### config.mk
export PLATFORM = sky130hd
export DESIGN_NAME = ifetch_unit_flat
export DESIGN_NICKNAME = d
export VERILOG_FILES = /design/src/rtl/mips_pkg.sv /design/src/rtl/ifetch_unit_if.sv /design/src/rtl/ifetch_timeout.sv /design/src/rtl/ifetch_unit.sv /design/src/flat_wrapper.sv
export SDC_FILE = /design/constraint.sdc
export NUM_CORES = 1
export LEC_CHECK = 0
export CAP_MARGIN = 20
export CORE_MARGIN = 1.5
export CORE_UTILIZATION = 48
export CTS_CLUSTER_DIAMETER = 120
export DETAILED_ROUTE_END_ITERATION = 10
export PLACE_DENSITY = 0.9
export SLEW_MARGIN = 25
export SYNTH_ARGS = -nofsm -noshare
export SYNTH_HDL_FRONTEND = slang
export SYNTH_SLANG_ARGS = --single-unit
### constraint.sdc
create_clock -name clk -period 13.9 [get_ports clk]
set_input_delay 2.78 -clock clk [delete_from_list [all_inputs] [get_ports clk]]
set_output_delay 2.78 -clock clk [all_outputs]
set_load 0.1 [all_outputs]
### src/rtl/mips_pkg.sv
// ---------------------------------------------------------------------------
// mips_pkg
// Definitions shared by the PC register and the instruction fetch stage, so
// that both agree on the vectors and on the fetch state encoding.
//   fetch_state_e : fetch FSM states (IDLE, REQ, DRAIN)
//   NOP           : all-zero instruction word (sll $0,$0,0)
//   RESET_VECTOR  : boot address after reset
//   EXC_VECTOR    : general exception vector
//   INT_VECTOR    : interrupt vector (Cause.IV set)
//   is_word_aligned() : true when an address is a legal instruction address
// ---------------------------------------------------------------------------
package mips_pkg;

    typedef enum logic [1:0] {
        IDLE  = 2'd0,
        REQ   = 2'd1,
        DRAIN = 2'd2
    } fetch_state_e;

    localparam logic [31:0] NOP          = 32'h0000_0000;
    localparam logic [31:0] RESET_VECTOR = 32'hBFC0_0000;
    localparam logic [31:0] EXC_VECTOR   = 32'h8000_0180;
    localparam logic [31:0] INT_VECTOR   = 32'h8000_0200;

    function automatic logic is_word_aligned(input logic [31:0] addr);
        return (addr[1:0] == 2'b00);
    endfunction

endpackage

### src/rtl/ifetch_unit_if.sv
// ---------------------------------------------------------------------------
// ifetch_unit_if
// Instruction memory bus between the fetch stage and instruction memory.
//   mem_addr  : word address driven by the fetch stage
//   mem_req   : request, held until mem_ack is seen
//   mem_ack   : acknowledge; mem_rdata is valid in the same cycle
//   mem_rdata : instruction word returned by memory
// Modports: master (fetch stage), slave (memory).
// ---------------------------------------------------------------------------
interface ifetch_unit_if;

    logic [31:0] mem_addr;
    logic        mem_req;
    logic        mem_ack;
    logic [31:0] mem_rdata;

    modport master (
        output mem_addr,
        output mem_req,
        input  mem_ack,
        input  mem_rdata
    );

    modport slave (
        input  mem_addr,
        input  mem_req,
        output mem_ack,
        output mem_rdata
    );

endinterface

### src/rtl/ifetch_timeout.sv
// ---------------------------------------------------------------------------
// ifetch_timeout
// Wait-cycle counter for the fetch stage; only built when IFETCH_TIMEOUT_EN
// is defined.
//   clk, reset : clock, asynchronous active-high reset
//   clear_i    : restart the count (entry into REQ or DRAIN)
//   count_i    : a bus wait cycle (request outstanding, no ack)
//   expired_o  : this wait cycle is the TIMEOUT_CYCLES-th one in a row
// ---------------------------------------------------------------------------
module ifetch_timeout #(
    parameter int TIMEOUT_CYCLES = 16,
    parameter int TIMEOUT_W      = 5
) (
    input  logic clk,
    input  logic reset,
    input  logic clear_i,
    input  logic count_i,
    output logic expired_o
);

    localparam logic [TIMEOUT_W-1:0] LAST_WAIT = TIMEOUT_W'(TIMEOUT_CYCLES - 1);

    logic [TIMEOUT_W-1:0] cnt_q;
    logic [TIMEOUT_W-1:0] cnt_d;

    // Next count: clear on state entry has priority over counting.
    always_comb begin
        cnt_d = cnt_q;
        if (clear_i) begin
            cnt_d = {TIMEOUT_W{1'b0}};
        end else if (count_i) begin
            cnt_d = cnt_q + {{(TIMEOUT_W-1){1'b0}}, 1'b1};
        end else begin
            cnt_d = cnt_q;
        end
    end

    // Counter register.
    always_ff @(posedge clk or posedge reset) begin
        if (reset) begin
            cnt_q <= {TIMEOUT_W{1'b0}};
        end else begin
            cnt_q <= cnt_d;
        end
    end

    // The count holds the number of wait cycles already completed, so the
    // current wait cycle is the last allowed one when it equals LAST_WAIT.
    assign expired_o = count_i && (cnt_q == LAST_WAIT);

endmodule

### src/rtl/ifetch_unit.sv
// ---------------------------------------------------------------------------
// ifetch_unit
// Instruction fetch stage: fetches the word at pc_in over the instruction
// bus, latches it into the instruction register, produces PC+4 and reports
// misaligned-address (AdEL) and bus-error (IBE) fetch exceptions.
//   clk, reset  : clock, asynchronous active-high reset
//   pc_in       : current PC
//   fetch_start : one-cycle request to fetch pc_in (ignored while busy)
//   flush       : abandon the fetch in progress
//   mem         : instruction bus (master side)
//   ir_out      : latched instruction
//   pc4_out     : fetched address + 4
//   fetch_done  : pulse, ir_out/pc4_out just updated
//   adel_exc    : pulse, misaligned fetch address
//   ibe_exc     : pulse, bus timeout (only with IFETCH_TIMEOUT_EN)
//   epc_cand    : faulting address, valid with adel_exc/ibe_exc
//   busy        : fetch outstanding (REQ or DRAIN)
// Build option: IFETCH_TIMEOUT_EN adds a bus timeout; without it the unit
// waits for mem_ack indefinitely and ibe_exc stays 0.
// ---------------------------------------------------------------------------
module ifetch_unit
    import mips_pkg::*;
#(
    parameter logic [31:0] RESET_IR       = NOP,
    parameter logic [31:0] RESET_PC4      = RESET_VECTOR + 32'd4,
    parameter int          TIMEOUT_CYCLES = 16,
    parameter int          TIMEOUT_W      = 5
) (
    input  logic                clk,
    input  logic                reset,
    input  logic [31:0]         pc_in,
    input  logic                fetch_start,
    input  logic                flush,
    ifetch_unit_if.master       mem,
    output logic [31:0]         ir_out,
    output logic [31:0]         pc4_out,
    output logic                fetch_done,
    output logic                adel_exc,
    output logic                ibe_exc,
    output logic [31:0]         epc_cand,
    output logic                busy
);

    fetch_state_e state_q, state_d;
    logic [31:0]  addr_q, addr_d;
    logic         req_q, req_d;
    logic [31:0]  ir_q, ir_d;
    logic [31:0]  pc4_q, pc4_d;
    logic [31:0]  epc_q, epc_d;
    logic         done_q, done_d;
    logic         adel_q, adel_d;
    logic         ibe_q, ibe_d;
    logic         busy_q, busy_d;
    logic         timeout_s;

`ifdef IFETCH_TIMEOUT_EN
    logic tmo_clear_s;
    logic tmo_count_s;

    // Restart on every entry into a waiting state; count waits without ack.
    assign tmo_clear_s = (state_d != state_q) && (state_d != IDLE);
    assign tmo_count_s = (state_q != IDLE) && !mem.mem_ack;

    ifetch_timeout #(
        .TIMEOUT_CYCLES (TIMEOUT_CYCLES),
        .TIMEOUT_W      (TIMEOUT_W)
    ) u_timeout (
        .clk       (clk),
        .reset     (reset),
        .clear_i   (tmo_clear_s),
        .count_i   (tmo_count_s),
        .expired_o (timeout_s)
    );
`else
    assign timeout_s = 1'b0;
`endif

    // Next-state and next-output logic of the fetch FSM.
    always_comb begin
        state_d = state_q;
        addr_d  = addr_q;
        req_d   = req_q;
        ir_d    = ir_q;
        pc4_d   = pc4_q;
        epc_d   = epc_q;
        done_d  = 1'b0;
        adel_d  = 1'b0;
        ibe_d   = 1'b0;

        case (state_q)
            IDLE: begin
                // Flush beats a simultaneous fetch_start.
                if (flush) begin
                    state_d = IDLE;
                end else if (fetch_start) begin
                    addr_d = pc_in;
                    if (!is_word_aligned(pc_in)) begin
                        adel_d = 1'b1;
                        epc_d  = pc_in;
                    end else begin
                        req_d   = 1'b1;
                        state_d = REQ;
                    end
                end else begin
                    state_d = IDLE;
                end
            end

            REQ: begin
                if (mem.mem_ack) begin
                    req_d   = 1'b0;
                    state_d = IDLE;
                    if (!flush) begin
                        ir_d   = mem.mem_rdata;
                        pc4_d  = addr_q + 32'd4;
                        done_d = 1'b1;
                    end else begin
                        done_d = 1'b0;
                    end
                end else if (timeout_s) begin
                    req_d   = 1'b0;
                    state_d = IDLE;
                    if (!flush) begin
                        ibe_d = 1'b1;
                        epc_d = addr_q;
                    end else begin
                        ibe_d = 1'b0;
                    end
                end else if (flush) begin
                    // The request cannot be withdrawn; wait for its ack.
                    state_d = DRAIN;
                end else begin
                    state_d = REQ;
                end
            end

            DRAIN: begin
                if (mem.mem_ack || timeout_s) begin
                    req_d   = 1'b0;
                    state_d = IDLE;
                end else begin
                    state_d = DRAIN;
                end
            end

            default: begin
                req_d   = 1'b0;
                state_d = IDLE;
            end
        endcase

        busy_d = (state_d != IDLE);
    end

    // State and output registers.
    always_ff @(posedge clk or posedge reset) begin
        if (reset) begin
            state_q <= IDLE;
            addr_q  <= 32'h0000_0000;
            req_q   <= 1'b0;
            ir_q    <= RESET_IR;
            pc4_q   <= RESET_PC4;
            epc_q   <= 32'h0000_0000;
            done_q  <= 1'b0;
            adel_q  <= 1'b0;
            ibe_q   <= 1'b0;
            busy_q  <= 1'b0;
        end else begin
            state_q <= state_d;
            addr_q  <= addr_d;
            req_q   <= req_d;
            ir_q    <= ir_d;
            pc4_q   <= pc4_d;
            epc_q   <= epc_d;
            done_q  <= done_d;
            adel_q  <= adel_d;
            ibe_q   <= ibe_d;
            busy_q  <= busy_d;
        end
    end

    assign mem.mem_addr = addr_q;
    assign mem.mem_req  = req_q;
    assign ir_out       = ir_q;
    assign pc4_out      = pc4_q;
    assign epc_cand     = epc_q;
    assign fetch_done   = done_q;
    assign adel_exc     = adel_q;
    assign ibe_exc      = ibe_q;
    assign busy         = busy_q;

endmodule

### src/flat_wrapper.sv
// flat-port wrapper written by rule: the top's interface ports become plain ports
module ifetch_unit_flat import mips_pkg::*;
#(
    parameter logic [31:0] RESET_IR       = NOP,
    parameter logic [31:0] RESET_PC4      = RESET_VECTOR + 32'd4,
    parameter int          TIMEOUT_CYCLES = 16,
    parameter int          TIMEOUT_W      = 5
)
  (clk, reset, pc_in, fetch_start, flush, ir_out, pc4_out, fetch_done, adel_exc, ibe_exc, epc_cand, busy, mem_mem_addr, mem_mem_req, mem_mem_ack, mem_mem_rdata);
  ifetch_unit_if mem_i ();
  input  logic clk;
  input  logic reset;
  input  logic [31:0] pc_in;
  input  logic fetch_start;
  input  logic flush;
  output logic [31:0] ir_out;
  output logic [31:0] pc4_out;
  output logic fetch_done;
  output logic adel_exc;
  output logic ibe_exc;
  output logic [31:0] epc_cand;
  output logic busy;
  output wire logic [$bits(mem_i.mem_addr)-1:0] mem_mem_addr;
  output wire logic [$bits(mem_i.mem_req)-1:0] mem_mem_req;
  input wire logic [$bits(mem_i.mem_ack)-1:0] mem_mem_ack;
  input wire logic [$bits(mem_i.mem_rdata)-1:0] mem_mem_rdata;
  assign mem_mem_addr = mem_i.mem_addr;
  assign mem_mem_req = mem_i.mem_req;
  assign mem_i.mem_ack = mem_mem_ack;
  assign mem_i.mem_rdata = mem_mem_rdata;
  ifetch_unit #(.RESET_IR(RESET_IR), .RESET_PC4(RESET_PC4), .TIMEOUT_CYCLES(TIMEOUT_CYCLES), .TIMEOUT_W(TIMEOUT_W)) u_core (.clk(clk), .reset(reset), .pc_in(pc_in), .fetch_start(fetch_start), .flush(flush), .mem(mem_i), .ir_out(ir_out), .pc4_out(pc4_out), .fetch_done(fetch_done), .adel_exc(adel_exc), .ibe_exc(ibe_exc), .epc_cand(epc_cand), .busy(busy));
endmodule
; ---- After elaboration in Yosys (flattened, before gate mapping)
; Index checks and enable logic that the tools add are counted.
[word_totals]
register_bits = 134
word_cells = 45
rom_bits = 0
out_inout_bits = 133
ram_bits = 0
latch_bits = 0
n_memories = 0
[op_classes]
n_eq_ne = 6
muxes = 19
order_cmp = 0
bitwise_logic = 2
multipliers = 0
addsub = 1
n_div = 0
shift = 0
n_reduce_logical = 8
[op_table]
columns = cell, count
row1 = adder 32 x 3 -> 32 bit (second input constant), 1
row2 = two-way mux 2 bit, 6
row3 = two-way mux 1 bit, 11
row4 = AND reduction 4 bit, 2
row5 = one-hot mux 2 bit (3 select lines), 1
row6 = AND reduction 3 bit, 2
row7 = logical NOT 2 bit, 2
row8 = != test 2 x 1 -> 1 bit (second input constant), 2
row9 = != test 2 bit (second input constant), 2
row10 = equality test 2 x 1 -> 1 bit (second input constant), 1
row11 = equality test 2 bit (second input constant), 1
row12 = NOT 1 bit, 2
row13 = one-hot mux 1 bit (2 select lines), 1
row14 = nonzero test 2 bit, 1
row15 = OR reduction 2 bit, 1

; ---- Depth between registers and ports, before layout
; Gate-level depths: netlist of run 1.
[depth]
depth_word = 6
depth_mapped = 8
mapped_depth_nobuf = 6

; ---- Worst setup path before layout of run 1
; OpenSTA, ideal clock, no wires.
[synth_timing]
path_kind = input -> register
start = input flush
end = register u_core.epc_q[10], in the netlist u_core.epc_cand[10]
path_buffers = 1
t_arrival_ps = 3808
t_required_ps = 13775
setup_time_ps = 125
path_stages = 5
slack_ps = 9966
cell_sequence = inv_2 nand3_1 nor2_1 buf_2 mux2_2
[synth_via]
elab_chain_cells = 2
[synth_rtl]
columns = element, line_no
row1 = start: declaration, flat_wrapper.sv:15  ; input logic flush;
row2 = NOT 1 bit (no source line), n/a
row3 = AND reduction 4 bit (no source line), n/a
row4 = end signal: assignment, ifetch_unit.sv:174  ; epc_q <= epc_d;
row5 = end: declaration, ifetch_unit.sv:49  ; logic [31:0] epc_q, epc_d;
; Every way passes these cells.
; A chain may end at the register's enable or synchronous reset.

; ---- Worst setup path in the final report of run 1
[layout_timing]
start = input mem_mem_ack
end = register u_core.pc4_q[24], in the netlist u_core.pc4_out[24]
[layout_via]
elab_chain_cells = 1
[layout_rtl]
columns = element, line_no
row1 = start: declaration, flat_wrapper.sv:25  ; input wire logic [$bits(mem_i.mem_ack)-1:0] mem_mem_ack;
row2 = AND reduction 3 bit (no source line), n/a
row3 = end signal: assignment, ifetch_unit.sv:173  ; pc4_q <= pc4_d;
row4 = end: declaration, ifetch_unit.sv:48  ; logic [31:0] pc4_q, pc4_d;
; Every way passes these cells.

==> results_dict.tcl, run 1 <==
set metrics [dict create \
    start_util_pct 49.3 \
    cts-resized-gates 0 \
    syn2layout_area_growth_pct 47.0 \
    cp_data_arrival_time_ns 5.32 \
    tritoncts "yes" \
    ys_seq_elements 134 \
    via_per_inst 5.06 \
    cts_root_buf "clkbuf_16" \
    crit_type "in2reg" \
    power_per_cell_area_nw_per_um2 252 \
    cp-end-kind "register" \
    hold_class "reg2reg" \
    cp-start-kind "input pin" \
    power_leakage_nw 3.76 \
    path_clk_slew_ns 0.05 \
    cp_max_fo 92 \
    first_pass_iters 4 \
    syn_area_um2 5660 \
    final.setup.tns_ns 0 \
    die_w_um 112 \
    setup_viol 0 \
    initialDrtViolationCount 189 \
    p_total_mw 2.09 \
    port-buffer-count 200 \
    ys_seq_area_share_pct 59.5 \
    routed_wl_mm 14.8 \
    pin_count 202 \
    drc 0 \
    fmax_mhz 201 \
    antenna_found_initial 0 \
    grt-ovfl-total 0 \
    synth_fp_nets 637 \
    report.final.slew_viol_count 0 \
    core.rowCount 39 \
    synth_cell_types 37 \
    fp.dieArea_um2 12400 \
    clk_latency_ns 0.41 \
    layout_commonest_cell "nand2_1" \
    design.core.area_um2 11500 \
    gr-usage-all-layers_pct 25.1 \
    rsz0062_at_grt "false" \
    grt_start_max_net_pins 93 \
    antenna_left 0 \
    layout_common_cells "nand2_1, clkdlybuf4s50_1, dfrtp_1, mux2_2, clkbuf_16" \
    grt_pass1_wl_mm 24.7 \
    syn_area_per_cell_um2 10.0 \
    synth-edff-count 0 \
    cts_max_level 4 \
    drive_above_1_share_pct 11.5 \
    status "completed" \
    ctsLongestPathBuffers 2 \
    hpwl_mm 10.9 \
    fin_skew_ns 0.00697 \
    diodes 0 \
    place.gp.congestion 0.870 \
    finalCriticalPeriod_ns 4.99 \
    worstMarginPinSlew_ns 1.03 \
    numCtsBuffers 17 \
    syn_inst 563 \
    nNetsFinal 833 \
    die_h_um 112 \
    cts_setup_buffers 0 \
    ir_worst_vdd_uv 172 \
    ys_warn_count 0 \
    synth_flop_cell "dfrtp_1" \
    worstPathRequired_ns 14.23 \
    drv_cap 0 \
    wl_per_cell_um 16.2 \
    slew_headroom_pct 31.1 \
    ctsHoldBuffers 0 \
    clock_sinks 134 \
    grt_pass1_vias 4870 \
    hold_viol 0 \
    ys_async_sr_fraction_pct 100 \
    fin_crit_sh_pct 35.9 \
    via_count 4626 \
]
[per-stage QoR]
step                std cells  instance area, um^2  utilization [%]  setup WS (ns)  hold slack, ns
floorplan                 563                 5660                -           7.55           0.548
global placement          883                 7770             67.7           8.63           0.454
detailed placement        883                 7770             67.8           8.51           0.460
CTS                       914                 8310             72.5           8.93           0.467
global route              914                 8310             72.5           8.73           0.489
finish                    914                 8310             72.5           8.91           0.469
[layout make-up]
| type | count | area [um^2] |
|---|---|---|
| tap | 143 | 179 |
| timing repair buffer | 203 | 2020 |
| fill | 843 | 3160 |
| clock buffer | 28 | 527 |
| multi-input combinational | 397 | 2170 |
| sequential | 134 | 3370 |
| inverter | 6 | 27.5 |
| clock inverter | 3 | 15.0 |
[registers in the layout (all words and copies together), names as in the netlist]
register and cells:
u_core.epc_cand 32, u_core.busy 1, u_core.mem.mem_req 1, u_core.adel_exc 1
u_core.fetch_done 1, u_core.state_q 2, u_core.mem.mem_addr 32, u_core.ir_out 32
u_core.pc4_out 32
[cell usage after synthesis (4+ instances only)]
| library cell | count | share of area, % |
|---|---|---|
| nand3_1 | 11 | 0.97 |
| ha_1 | 5 | 1.1 |
| dfstp_2 | 10 | 4.6 |
| nor2_1 | 10 | 0.66 |
| buf_1 | 5 | 0.33 |
| xnor2_1 | 15 | 2.3 |
| o21ai_1 | 16 | 1.4 |
| clkbuf_1 | 15 | 1.0 |
| nand4_1 | 5 | 0.55 |
| nand2_1 | 244 | 16 |
| o21ai_0 | 13 | 1.2 |
| inv_1 | 4 | 0.27 |
| dfrtp_1 | 124 | 55 |
| and3_1 | 5 | 0.55 |
| a21oi_1 | 4 | 0.35 |
| xor2_1 | 13 | 2.0 |
| mux2_2 | 31 | 6.2 |
[worst paths after layout]
path	startpoint	to	slack, ns	cells after the start
worst max-delay path	mem_mem_ack	u_core.pc4_out[24]$_DFFE_PP1P_	8.91	4
worst min-delay path	u_core.pc4_out[28]$_DFFE_PP1P_	u_core.pc4_out[28]$_DFFE_PP1P_	0.47	2
worst max register to register	u_core.state_q[1]$_DFF_PP0_	u_core.pc4_out[24]$_DFFE_PP1P_	11.09	5
worst min register to register	u_core.pc4_out[28]$_DFFE_PP1P_	u_core.pc4_out[28]$_DFFE_PP1P_	0.47	2
max in group asynchronous	reset	u_core.pc4_out[19]$_DFFE_PP0P_	9.92	3
min in group asynchronous	reset	u_core.ir_out[18]$_DFFE_PP0P_	2.90	2
[where the power goes]
group | switching [mW] | internal, mW
logic | 0.877 | 0.237
clock network | 0.149 | 0.255
registers | 0.0788 | 0.497
total | 1.10 | 0.989
[cell families after synthesis]
kind of cell / share of synthesized area (%)
AO/OA/AOI/OAI: 3.19
XOR/XNOR: 4.34
adder cells (fa/ha/maj): 1.11
buffers and inverters: 2.34
flip-flops: 59.5
multiplexers: 6.17
other: 0.0663
AND/OR/NAND/NOR: 23.3
[per-layer routing]
metal | vias up | part of all wire [%] | wire length, um | GRT usage, %
li1 | 2213 | - | - | -
met1 | 2210 | 40 | 5980 | 28.9
met2 | 174 | 51 | 7510 | 43.2
met3 | 29 | 6.5 | 968 | 7.46
met4 | 0 | 2.5 | 365 | 11.9
met5 | - | 0 | 0 | 0
[worst max-delay path, stage by stage]
cell             delay [ns]
clkdlybuf4s50_1        0.56
nand3_4                0.70
inv_2                  0.83
mux2_2                 0.41
(Power assumes the default switching activity.)
==> run 2: changes to the inputs <==
--- a/config.mk
+++ b/config.mk
@@ -7,10 +7,10 @@
 export LEC_CHECK = 0
 export CAP_MARGIN = 20
 export CORE_MARGIN = 1.5
-export CORE_UTILIZATION = 48
+export CORE_UTILIZATION = 45
 export CTS_CLUSTER_DIAMETER = 120
 export DETAILED_ROUTE_END_ITERATION = 10
-export PLACE_DENSITY = 0.9
+export PLACE_DENSITY = 0.85
 export SLEW_MARGIN = 25
 export SYNTH_ARGS = -nofsm -noshare
 export SYNTH_HDL_FRONTEND = slang
==> constraint.sdc (replaced) <==
create_clock -name clk -period 4.97 [get_ports clk]
set_input_delay 0.994 -clock clk [delete_from_list [all_inputs] [get_ports clk]]
set_output_delay 0.994 -clock clk [all_outputs]
set_load 0.1 [all_outputs]
==> results_dict.tcl, run 2 (synthesized netlist as in run 1, its figures left out) <==
set metrics [dict create \
    fin_crit_sh_pct 63.8 \
    grt_pass1_wl_mm 22.5 \
    initialDrtViolationCount 235 \
    nNetsFinal 834 \
    numCtsBuffers 17 \
    p_total_mw 5.98 \
    layout_setup_ws_ns 1.80 \
    gr-usage-all-layers_pct 22.2 \
    final.setup.tns_ns 0 \
    rsz0062_at_grt "false" \
    clk_latency_ns 0.41 \
    fin_util_pct 69.5 \
    cpMaxStageDelayCell "clkdlybuf4s50_1" \
    clock_sinks 134 \
    diodes 0 \
    cts_root_buf "clkbuf_16" \
    layout_commonest_cell "nand2_1" \
    port-buffer-count 200 \
    report.final.slew_viol_count 0 \
    drv_cap 0 \
    slew_headroom_pct 31.2 \
    finalInstanceArea_um2 8420 \
    first_pass_iters 4 \
    dp_slack_ns 1.77 \
    hold_path_end "u_core.pc4_out[28]$_DFFE_PP1P_" \
    routed_wl_mm 14.5 \
    ir_worst_vdd_uv 388 \
    worst_r2r_path_depth 7 \
    grt_start_max_net_pins 135 \
    core.rowCount 40 \
    cp-end-kind "primary output" \
    reg2reg_to "u_core.epc_cand[15]$_DFFE_PP0P_" \
    rrSetupSlack_ns 2.57 \
    path_cells "clkdlybuf4s50_1" \
    num-fill-cells 900 \
    worstPathRequired_ns 3.98 \
    antenna_found_initial 0 \
    path_buf_inv 1 \
    cts_setup_buffers 0 \
    path_clk_slew_ns 0.06 \
    grt_pass1_vias 4602 \
    hpwl_mm 10.6 \
    holdPathStages 2 \
    via_per_inst 4.89 \
    worstMarginPinSlew_ns 1.03 \
    fp.dieArea_um2 13200 \
    crit_type "reg2out" \
    die_w_um 115 \
    hold_class "reg2reg" \
    placed_area_um2 7810 \
    power_per_cell_area_nw_per_um2 711 \
    multiInputGateArea_um2 2170 \
    via_count 4603 \
    stdcell_count 941 \
    pin_count 202 \
    cts-resized-gates 0 \
    ctsLongestPathBuffers 2 \
    ctsHoldBuffers 0 \
    start_util_pct 46.7 \
    fin_skew_ns 0.00936 \
    power_leakage_nw 3.80 \
    syn2layout_area_growth_pct 48.9 \
    cp_max_fo 7 \
    r2r-start "u_core.state_q[0]$_DFF_PP0_" \
    setup_viol 0 \
    tritoncts "yes" \
    antenna_left 0 \
    fmax_mhz 316 \
    max_stage_delay_ns 1.23 \
    grt-ovfl-total 0 \
    layout_common_cells "nand2_1, clkdlybuf4s50_1, dfrtp_1, mux2_2, clkbuf_16" \
    hp-start "u_core.pc4_out[28]$_DFFE_PP1P_" \
    status "completed" \
    finalCriticalPeriod_ns 3.17 \
    critical_path.top_delay_family "buffers and inverters" \
    design.core.area_um2 12100 \
    fin_hold_ws_ns 0.462 \
    cts_max_level 4 \
    wl_per_cell_um 15.4 \
    dpl.cell_count 909 \
    place.gp.congestion 0.888 \
    drc 0 \
    regArea_um2 3370 \
    cp_data_arrival_time_ns 2.18 \
    die_h_um 115 \
    cp-start-kind "register" \
    drive_above_1_share_pct 12.0 \
    hold_viol 0 \
]
-- run 2: routing by layer --
layer	routed length, um	share of wire [%]	GRT usage, %	vias to the layer above
li1	-	-	-	2205
met1	6100	42	27.1	2204
met2	7150	49	37.1	164
met3	843	5.8	5.90	30
met4	359	2.5	10.5	0
met5	0	0	0	-
-- run 2: layout make-up --
class,instances,area share (%)
clock buffers,23,5.79
clock inverters,9,1.46
inverters,6,0.357
multi-input cells,397,25.8
flip-flops and latches,134,40.0
well taps,168,2.50
repair buffers,204,24.1
-- run 2: worst max-delay path by stage --
stage	startpoint	end	slack [ns]	cells past startpoint
2_1_floorplan	reset	u_core.adel_exc$_DFF_PP0_	0.41	1
3_3_place_gp	flush	u_core.epc_cand[24]$_DFFE_PP0P_	1.87	7
3_5_place_dp	flush	u_core.epc_cand[26]$_DFFE_PP0P_	1.77	7
4_1_cts	u_core.mem.mem_addr[16]$_DFFE_PP0P_	mem_mem_addr[16]	1.78	1
5_1_grt	u_core.mem.mem_addr[16]$_DFFE_PP0P_	mem_mem_addr[16]	1.75	1
6_report	u_core.mem.mem_addr[16]$_DFFE_PP0P_	mem_mem_addr[16]	1.80	1
-- run 2: report_power, final --
| part | switching [mW] | internal (mW) | total, mW |
|---|---|---|---|
| logic | 2.44 | 0.664 | 3.11 |
| registers | 0.216 | 1.39 | 1.61 |
| clock network | 0.434 | 0.837 | 1.27 |
-- run 2: worst register-to-register path: stages, from the launching register on --
cell and delay, ns:
dfrtp_1 0.43, inv_1 0.10, ha_1 0.20, nand3_1 0.09, buf_4 0.24, nor2_2 0.43
buf_4 0.40, mux2_2 0.39
